<file path="src/rtl/sa_write_channel.sv">
// Slave-port AXI4 write channel: AW arbitration, W steering through an order FIFO, B routing by BID prefix.
// Build option SA_WR_ROUND_ROBIN_EN selects round-robin arbitration; otherwise lowest index wins.
module sa_write_channel #(
  parameter int MST_AMT           = 2,
  parameter int OUTSTANDING_AMT   = 8,
  parameter int DATA_WIDTH        = 32,
  parameter int ADDR_WIDTH        = 32,
  parameter int TRANS_MST_ID_W    = 5,
  parameter int TRANS_BURST_W     = 2,
  parameter int TRANS_DATA_LEN_W  = 3,
  parameter int TRANS_DATA_SIZE_W = 3,
  parameter int TRANS_WR_RESP_W   = 2,
  parameter int MST_ID_W          = $clog2(MST_AMT),
  parameter int TRANS_SLV_ID_W    = TRANS_MST_ID_W + MST_ID_W
) (
  input  logic                                   ACLK_i,
  input  logic                                   ARESET_i,
  input  logic [TRANS_MST_ID_W*MST_AMT-1:0]      dsp_AWID_i,
  input  logic [ADDR_WIDTH*MST_AMT-1:0]          dsp_AWADDR_i,
  input  logic [TRANS_BURST_W*MST_AMT-1:0]       dsp_AWBURST_i,
  input  logic [TRANS_DATA_LEN_W*MST_AMT-1:0]    dsp_AWLEN_i,
  input  logic [TRANS_DATA_SIZE_W*MST_AMT-1:0]   dsp_AWSIZE_i,
  input  logic [MST_AMT-1:0]                     dsp_AWVALID_i,
  output logic [MST_AMT-1:0]                     dsp_AWREADY_o,
  input  logic [DATA_WIDTH*MST_AMT-1:0]          dsp_WDATA_i,
  input  logic [MST_AMT-1:0]                     dsp_WLAST_i,
  input  logic [MST_AMT-1:0]                     dsp_WVALID_i,
  output logic [MST_AMT-1:0]                     dsp_WREADY_o,
  output logic [TRANS_MST_ID_W*MST_AMT-1:0]      dsp_BID_o,
  output logic [TRANS_WR_RESP_W*MST_AMT-1:0]     dsp_BRESP_o,
  output logic [MST_AMT-1:0]                     dsp_BVALID_o,
  input  logic [MST_AMT-1:0]                     dsp_BREADY_i,
  output logic [TRANS_SLV_ID_W-1:0]              s_AWID_o,
  output logic [ADDR_WIDTH-1:0]                  s_AWADDR_o,
  output logic [TRANS_BURST_W-1:0]               s_AWBURST_o,
  output logic [TRANS_DATA_LEN_W-1:0]            s_AWLEN_o,
  output logic [TRANS_DATA_SIZE_W-1:0]           s_AWSIZE_o,
  output logic                                   s_AWVALID_o,
  input  logic                                   s_AWREADY_i,
  output logic [DATA_WIDTH-1:0]                  s_WDATA_o,
  output logic                                   s_WLAST_o,
  output logic                                   s_WVALID_o,
  input  logic                                   s_WREADY_i,
  input  logic [TRANS_SLV_ID_W-1:0]              s_BID_i,
  input  logic [TRANS_WR_RESP_W-1:0]             s_BRESP_i,
  input  logic                                   s_BVALID_i,
  output logic                                   s_BREADY_o
);
  localparam int PTR_W = $clog2(OUTSTANDING_AMT);

  logic [MST_ID_W-1:0] win;
  logic                load;
  logic [PTR_W:0]      wr_ptr;
  logic [PTR_W:0]      rd_ptr;
  logic [MST_ID_W-1:0] order_mem [OUTSTANDING_AMT];
  logic                ofifo_full;
  logic                ofifo_empty;
  logic [MST_ID_W-1:0] head;
  logic                pop;
  logic [MST_ID_W-1:0] b_idx;

  // Full is judged on pre-pop pointers, so a same-cycle WLAST pop does not free a slot for AW.
  assign ofifo_empty = (wr_ptr == rd_ptr);
  assign ofifo_full  = (wr_ptr[PTR_W] != rd_ptr[PTR_W]) &&
                       (wr_ptr[PTR_W-1:0] == rd_ptr[PTR_W-1:0]);
  assign load = (!s_AWVALID_o || s_AWREADY_i) && !ofifo_full && (|dsp_AWVALID_i);

`ifdef SA_WR_ROUND_ROBIN_EN
  logic [MST_ID_W-1:0] rr_ptr;

  always_comb begin
    int idx;
    win = '0;
    idx = 0;
    for (int i = MST_AMT - 1; i >= 0; i--) begin
      idx = (int'(rr_ptr) + i) % MST_AMT;
      if (dsp_AWVALID_i[idx]) win = MST_ID_W'(idx);
    end
  end

  always_ff @(posedge ACLK_i) begin
    if (ARESET_i)
      rr_ptr <= '0;
    else if (load)
      rr_ptr <= (int'(win) == MST_AMT - 1) ? '0 : win + MST_ID_W'(1);
  end
`else
  always_comb begin
    win = '0;
    for (int i = MST_AMT - 1; i >= 0; i--)
      if (dsp_AWVALID_i[i]) win = MST_ID_W'(i);
  end
`endif

  assign dsp_AWREADY_o = load ? (MST_AMT'(1) << win) : '0;

  always_ff @(posedge ACLK_i) begin
    if (ARESET_i) begin
      s_AWVALID_o <= 1'b0;
      s_AWID_o    <= '0;
      s_AWADDR_o  <= '0;
      s_AWBURST_o <= '0;
      s_AWLEN_o   <= '0;
      s_AWSIZE_o  <= '0;
    end else if (load) begin
      s_AWVALID_o <= 1'b1;
      s_AWID_o    <= {win, dsp_AWID_i[int'(win)*TRANS_MST_ID_W +: TRANS_MST_ID_W]};
      s_AWADDR_o  <= dsp_AWADDR_i[int'(win)*ADDR_WIDTH +: ADDR_WIDTH];
      s_AWBURST_o <= dsp_AWBURST_i[int'(win)*TRANS_BURST_W +: TRANS_BURST_W];
      s_AWLEN_o   <= dsp_AWLEN_i[int'(win)*TRANS_DATA_LEN_W +: TRANS_DATA_LEN_W];
      s_AWSIZE_o  <= dsp_AWSIZE_i[int'(win)*TRANS_DATA_SIZE_W +: TRANS_DATA_SIZE_W];
    end else if (s_AWREADY_i) begin
      s_AWVALID_o <= 1'b0;
    end
  end

  always_ff @(posedge ACLK_i) begin
    if (load) order_mem[wr_ptr[PTR_W-1:0]] <= win;
  end

  always_ff @(posedge ACLK_i) begin
    if (ARESET_i) begin
      wr_ptr <= '0;
      rd_ptr <= '0;
    end else begin
      if (load) wr_ptr <= wr_ptr + 1'b1;
      if (pop)  rd_ptr <= rd_ptr + 1'b1;
    end
  end

  // W beats follow AW grant order; only the head master sees WREADY.
  assign head         = order_mem[rd_ptr[PTR_W-1:0]];
  assign s_WVALID_o   = !ofifo_empty && dsp_WVALID_i[head];
  assign s_WDATA_o    = dsp_WDATA_i[int'(head)*DATA_WIDTH +: DATA_WIDTH];
  assign s_WLAST_o    = dsp_WLAST_i[head];
  assign dsp_WREADY_o = (!ofifo_empty && s_WREADY_i) ? (MST_AMT'(1) << head) : '0;
  assign pop          = s_WVALID_o && s_WREADY_i && s_WLAST_o;

  // An out-of-range prefix matches no dispatcher and is silently accepted.
  assign b_idx = s_BID_i[TRANS_SLV_ID_W-1 -: MST_ID_W];

  always_comb begin
    dsp_BVALID_o = '0;
    s_BREADY_o   = 1'b1;
    for (int k = 0; k < MST_AMT; k++) begin
      if (int'(b_idx) == k) begin
        dsp_BVALID_o[k] = s_BVALID_i;
        s_BREADY_o      = dsp_BREADY_i[k];
      end
    end
  end

  assign dsp_BID_o   = {MST_AMT{s_BID_i[TRANS_MST_ID_W-1:0]}};
  assign dsp_BRESP_o = {MST_AMT{s_BRESP_i}};

endmodule
</file>
<file path="config.mk">
export PLATFORM = sky130hd
export DESIGN_NAME = sa_write_channel
export DESIGN_NICKNAME = d
export VERILOG_FILES = /design/src/rtl/sa_write_channel.sv
export SDC_FILE = /design/constraint.sdc
export NUM_CORES = 1
export LEC_CHECK = 0
export ABC_AREA = 1
export CAP_MARGIN = 10
export CELL_PAD_IN_SITES_DETAIL_PLACEMENT = 0
export CELL_PAD_IN_SITES_GLOBAL_PLACEMENT = 2
export CORE_MARGIN = 2
export CORE_UTILIZATION = 16
export CTS_CLUSTER_DIAMETER = 150
export DETAILED_ROUTE_END_ITERATION = 16
export PLACE_DENSITY_LB_ADDON = 0.1
export SLEW_MARGIN = 20
export SYNTH_ARGS = -nofsm -noshare
export SYNTH_HDL_FRONTEND = slang
export SYNTH_SLANG_ARGS = --single-unit
export TNS_END_PERCENT = 100
</file>
<file path="constraint.sdc">
create_clock -name ACLK_i -period 2.15 [get_ports ACLK_i]
set_input_delay 0.645 -clock ACLK_i [delete_from_list [all_inputs] [get_ports ACLK_i]]
set_output_delay 0.645 -clock ACLK_i [all_outputs]
set_load 0.005 [all_outputs]
</file>
==> reports/results.md <==
| Step | Item | Reported |
| --- | --- | --- |
| timing | Unrepaired setup endpoints after global routing | true |
| synth | Synth warn | 0 |
| clock network | Clock Sinks | 66 |
| synth | Fraction of synthesized area in multiplexers | 0.301% |
| place | Number of input and output port buffers inserted | 255 |
| global route | Maximum number of pins on one net before global-route repair | 48 |
| timing | Final Worst Setup Slack | -222 ps |
| global route | Wire length of the first global-routing pass | 24400 um |
| min path | Type of the worst min-delay path | reg -> reg |
| finish | Area of all sequential standard cells | 0.00141 mm2 |
| power | VDD IR-drop max | 0.000367 V |
| global route | Aggregate global routing overflow | 0 |
| place | Half-perimeter wire length after placement | 11700 um |
| synth | Post-Synth Adder-Cell Area | 0.669% |
| clock network | Buffers from clock root to sink, at most | 2 |
| timing | Final hold slack | 463 ps |
| route | Detailed-route vias per instance | 3.82 |
| route | Violation count after the first detailed-route iteration | 113 |
| finish | Area of the multi-input gates | 0.00222 mm2 |
| clock network | Num CTS Buffers | 9 |
| run | Number of maximum-capacitance violations | 0 |
| setup path | Required time worst endpoint | 1500 ps |
| synth | Synthesized area per cell | 6.04 um2 |
| route | DRC violations left | 0 |
| synth | Xor/xnor share of the synthesized area | 0.702% |
| power | Ratio of total power to cell area | 623 mW/mm2 |
| finish | Signed area change from the synthesized netlist to the final layout | 100% |
| global route | Highest-utilization routing layer at the global route stage | met2 |
| synth | Post-synthesis cell count | 619 |
| finish | Layout Cell Area excl Fill | 0.00749 mm2 |
| floorplan | Initial cell density of the core | 16.4% |
| global route | Aggregate global-route resource usage | 12.6% |
| finish | Fill cell total of the finished layout | 2477 |
| timing | Clock Skews | 11.4 ps |
| synth | Combined area of all synthesized cells | 0.00374 mm2 |
| synth | Basic-gate share of the synthesized area counting and, or, nand and nor cells | 42.1% |
| timing | Pins Over Slew Limit | 0 |
| timing | Worst slew pin tran | 394 ps |
| floorplan | Area of the die | 0.0246 mm2 |
| floorplan | I/O pins | 277 |
| synth | Synthesis-stage register bit count | 66 |
| clock network | Clk Tree Root Cell | sky130_fd_sc_hd__clkbuf_16 |
| floorplan | Number of rows created at floorplan | 55 |
| synth | Distinct cell type count after synthesis | 24 |
| finish | Total Nets Final | 1078 |
| global route | Number of antenna violations at the first check in global routing | 0 |
| timing | Post-route fraction of the period consumed by the critical path | 110% |
| finish | Antenna diode count | 0 |
| floorplan | Width of the die | 157 um |
| place | Placed cell areas | 0.00677 mm2 |
| global route | Met2 Usage GRT | 22.0% |
| finish | Fraction of final layout cells with drive strength greater than 1 | 22.3% |
| global route | Routing usage on met3 | 4.96% |
| timing | Max Clock Freq | 0.422 GHz |
| setup path | Data arrival time of the worst path | 1730 ps |
| setup path | Critical Path Sink Type | output port |
| finish | Most frequent standard cell in the layout excluding fill and tap cells | sky130_fd_sc_hd__nand2_1 |
| power | Static leakage | 3.39 nW |
| synth | Combinational family with the most area after synthesis | simple AND/OR/NAND/NOR gates |
| clock network | CTS tree | done |
| synth | Compound-cell area share of the yosys netlist | 7.93% |
| timing | Number of failing hold endpoints at the final stage | 0 |
| route | Detailed-route wire length per cell | 12.9 um |
| synth | Sequential fraction of the synthesis area | 37.5% |
| clock network | Later-pin clock latency in the skew report | 330 ps |
| finish | Most used cells in the layout excluding fill and tap cells | sky130_fd_sc_hd__nand2_1 (314), sky130_fd_sc_hd__clkdlybuf4s50_1 (209), sky130_fd_sc_hd__a21oi_1 (53), sky130_fd_sc_hd__dfxtp_1 (51), sky130_fd_sc_hd__buf_4 (44) |
| setup path | Startpoint-to-endpoint class of the critical path | reg -> out |
| setup path | Critical path startpoint category | register |
| timing | Final setup violation count | 35 |
| clock network | Worst-path clk slew | 50 ps |
| place | Weighted congestion reported at the end of routability-driven placement | 0.759 |
| clock network | H-tree depth reported by CTS | 3 |
| route | Total iterations of the first detailed-routing run | 5 |
| route | Via count | 4654 |
| floorplan | Die boundary height | 157 um |
| route | Wire length reported by the detailed router | 15700 um |
| global route | Met1 GRT Util | 13.7% |
| run status | Violated checks | setup timing |
| synth | Synth Net Count | 796 |
| floorplan | Area of the core | 0.0228 mm2 |
| clock network | Hold-fix buffers, CTS | 0 |
| place | Dpl ws | -905 ps |
| power | Total power draw | 4.67 mW |
| setup path | Maximum fanout along the worst path | 8 |
| run status | Run status | finished with violations |
| route | Post-route ant nets | 0 |
| timing | Relative slew slack | 73.7% |
| global route | Number of global-route vias before repair | 4804 |
| timing | Post-layout min period | 2370 ps |
[cell families (layout without fill, tap and decap cells)]
| logic type | Yosys count | in the layout |
|---|---|---|
| AOI/OAI and AO/OA | 57 | 57 |
| adders and majority gates | 2 | 2 |
| DFF | 66 | 66 |
| buffers and inverters | 80 | 366 |
| and+or+nand+nor | 410 | 410 |
| xor gates and xnor gates | 3 | 3 |
| muxes | 1 | 1 |
[cell type report]
type / instances / share of cell area, %
Multi-Input combinational cell: 473 / 29.7
Clock inverter: 2 / 0.134
Inverter: 34 / 1.77
Timing Repair Buffer: 317 / 40.7
Tap cell: 313 / 5.23
Clock buffer: 13 / 3.62
Sequential cell: 66 / 18.9
[state kept, by name (all words and copies together) (netlist names), named ones only]
name	cells
rd_ptr	4
s_AWADDR_o	32
wr_ptr	4
s_AWID_o	6
s_AWSIZE_o	3
s_AWVALID_o	1
s_AWLEN_o	3
s_AWBURST_o	2
order_mem	8
[cells in the mapped netlist]
library cell / instances / share of area [%]
sky130_fd_sc_hd__o21ai_0: 2 / 0.27
sky130_fd_sc_hd__inv_1: 30 / 3.0
sky130_fd_sc_hd__dfxtp_1: 58 / 31
sky130_fd_sc_hd__ha_1: 2 / 0.67
sky130_fd_sc_hd__nor2_1: 27 / 2.7
sky130_fd_sc_hd__buf_4: 17 / 3.4
sky130_fd_sc_hd__nor2_4: 1 / 0.30
sky130_fd_sc_hd__nand2_2: 2 / 0.33
sky130_fd_sc_hd__nor3_1: 2 / 0.27
sky130_fd_sc_hd__xor2_1: 2 / 0.47
sky130_fd_sc_hd__nand2_1: 363 / 36
sky130_fd_sc_hd__o21ai_2: 1 / 0.23
sky130_fd_sc_hd__clkbuf_1: 19 / 1.9
sky130_fd_sc_hd__xnor2_1: 1 / 0.23
sky130_fd_sc_hd__buf_1: 1 / 0.10
sky130_fd_sc_hd__nand4_1: 1 / 0.17
sky130_fd_sc_hd__buf_2: 4 / 0.54
sky130_fd_sc_hd__nand3_1: 14 / 1.9
sky130_fd_sc_hd__o211ai_2: 1 / 0.33
sky130_fd_sc_hd__buf_6: 5 / 1.5
sky130_fd_sc_hd__a21oi_1: 53 / 7.1
sky130_fd_sc_hd__mux2_2: 1 / 0.30
sky130_fd_sc_hd__edfxtp_1: 8 / 6.4
sky130_fd_sc_hd__inv_2: 4 / 0.40
[worst max-delay path, stage by stage, from the launching register on]
cell and delay, ps:
sky130_fd_sc_hd__dfxtp_4 390, sky130_fd_sc_hd__nand2_1 110, sky130_fd_sc_hd__nand3_4 110, sky130_fd_sc_hd__nand2_2 50, sky130_fd_sc_hd__nand2_2 70, sky130_fd_sc_hd__nand2_4 60
sky130_fd_sc_hd__buf_12 130, sky130_fd_sc_hd__buf_12 130, sky130_fd_sc_hd__buf_8 130, sky130_fd_sc_hd__nand2_2 50, sky130_fd_sc_hd__nand2_2 50, sky130_fd_sc_hd__buf_6 110
[power by group]
group          switching, mW  internal (mW)
Clock                  0.525          0.872
Combinational          0.795           1.08
Sequential            0.0565           1.34
Total                   1.38           3.29
[final timing paths]
kind | to | depth (start not counted) | from | slack, ps
worst max-delay path | s_WDATA_o[31] | 11 | register | -220
worst min-delay path | s_AWSIZE_o[2] | 2 | s_AWSIZE_o[2] | 460
worst max register to register | order_mem[6] | 9 | wr_ptr[2] | 210
worst min register to register | s_AWSIZE_o[2] | 2 | s_AWSIZE_o[2] | 460
[repair_timing]
item | in CTS | in global routing
endpoints found under the setup margin | 46 | 39
gates cloned | 4 | 1
setup buffers | 17 | 7
hold endpoints to repair | 0 | 0
resized for setup | 217 | 61
pin swaps | 13 | 18
[stage by stage]
step	setup TNS (ps)	std cells	utilization (%)
after floorplan	0	619	-
after global placement	-26220	1178	29.7
after detailed placement	-28190	1178	29.7
after CTS	-4730	1212	31.8
after global routing	-8060	1218	32.9
final	-4670	1218	32.9
[per-layer routing]
layer	vias to the layer above	share of wire [%]
met4	0	1.8
met5	-	0
met2	190	47
met3	16	11
li1	2446	-
met1	2002	40
No activity file was read; power rests on OpenSTA's default activity.
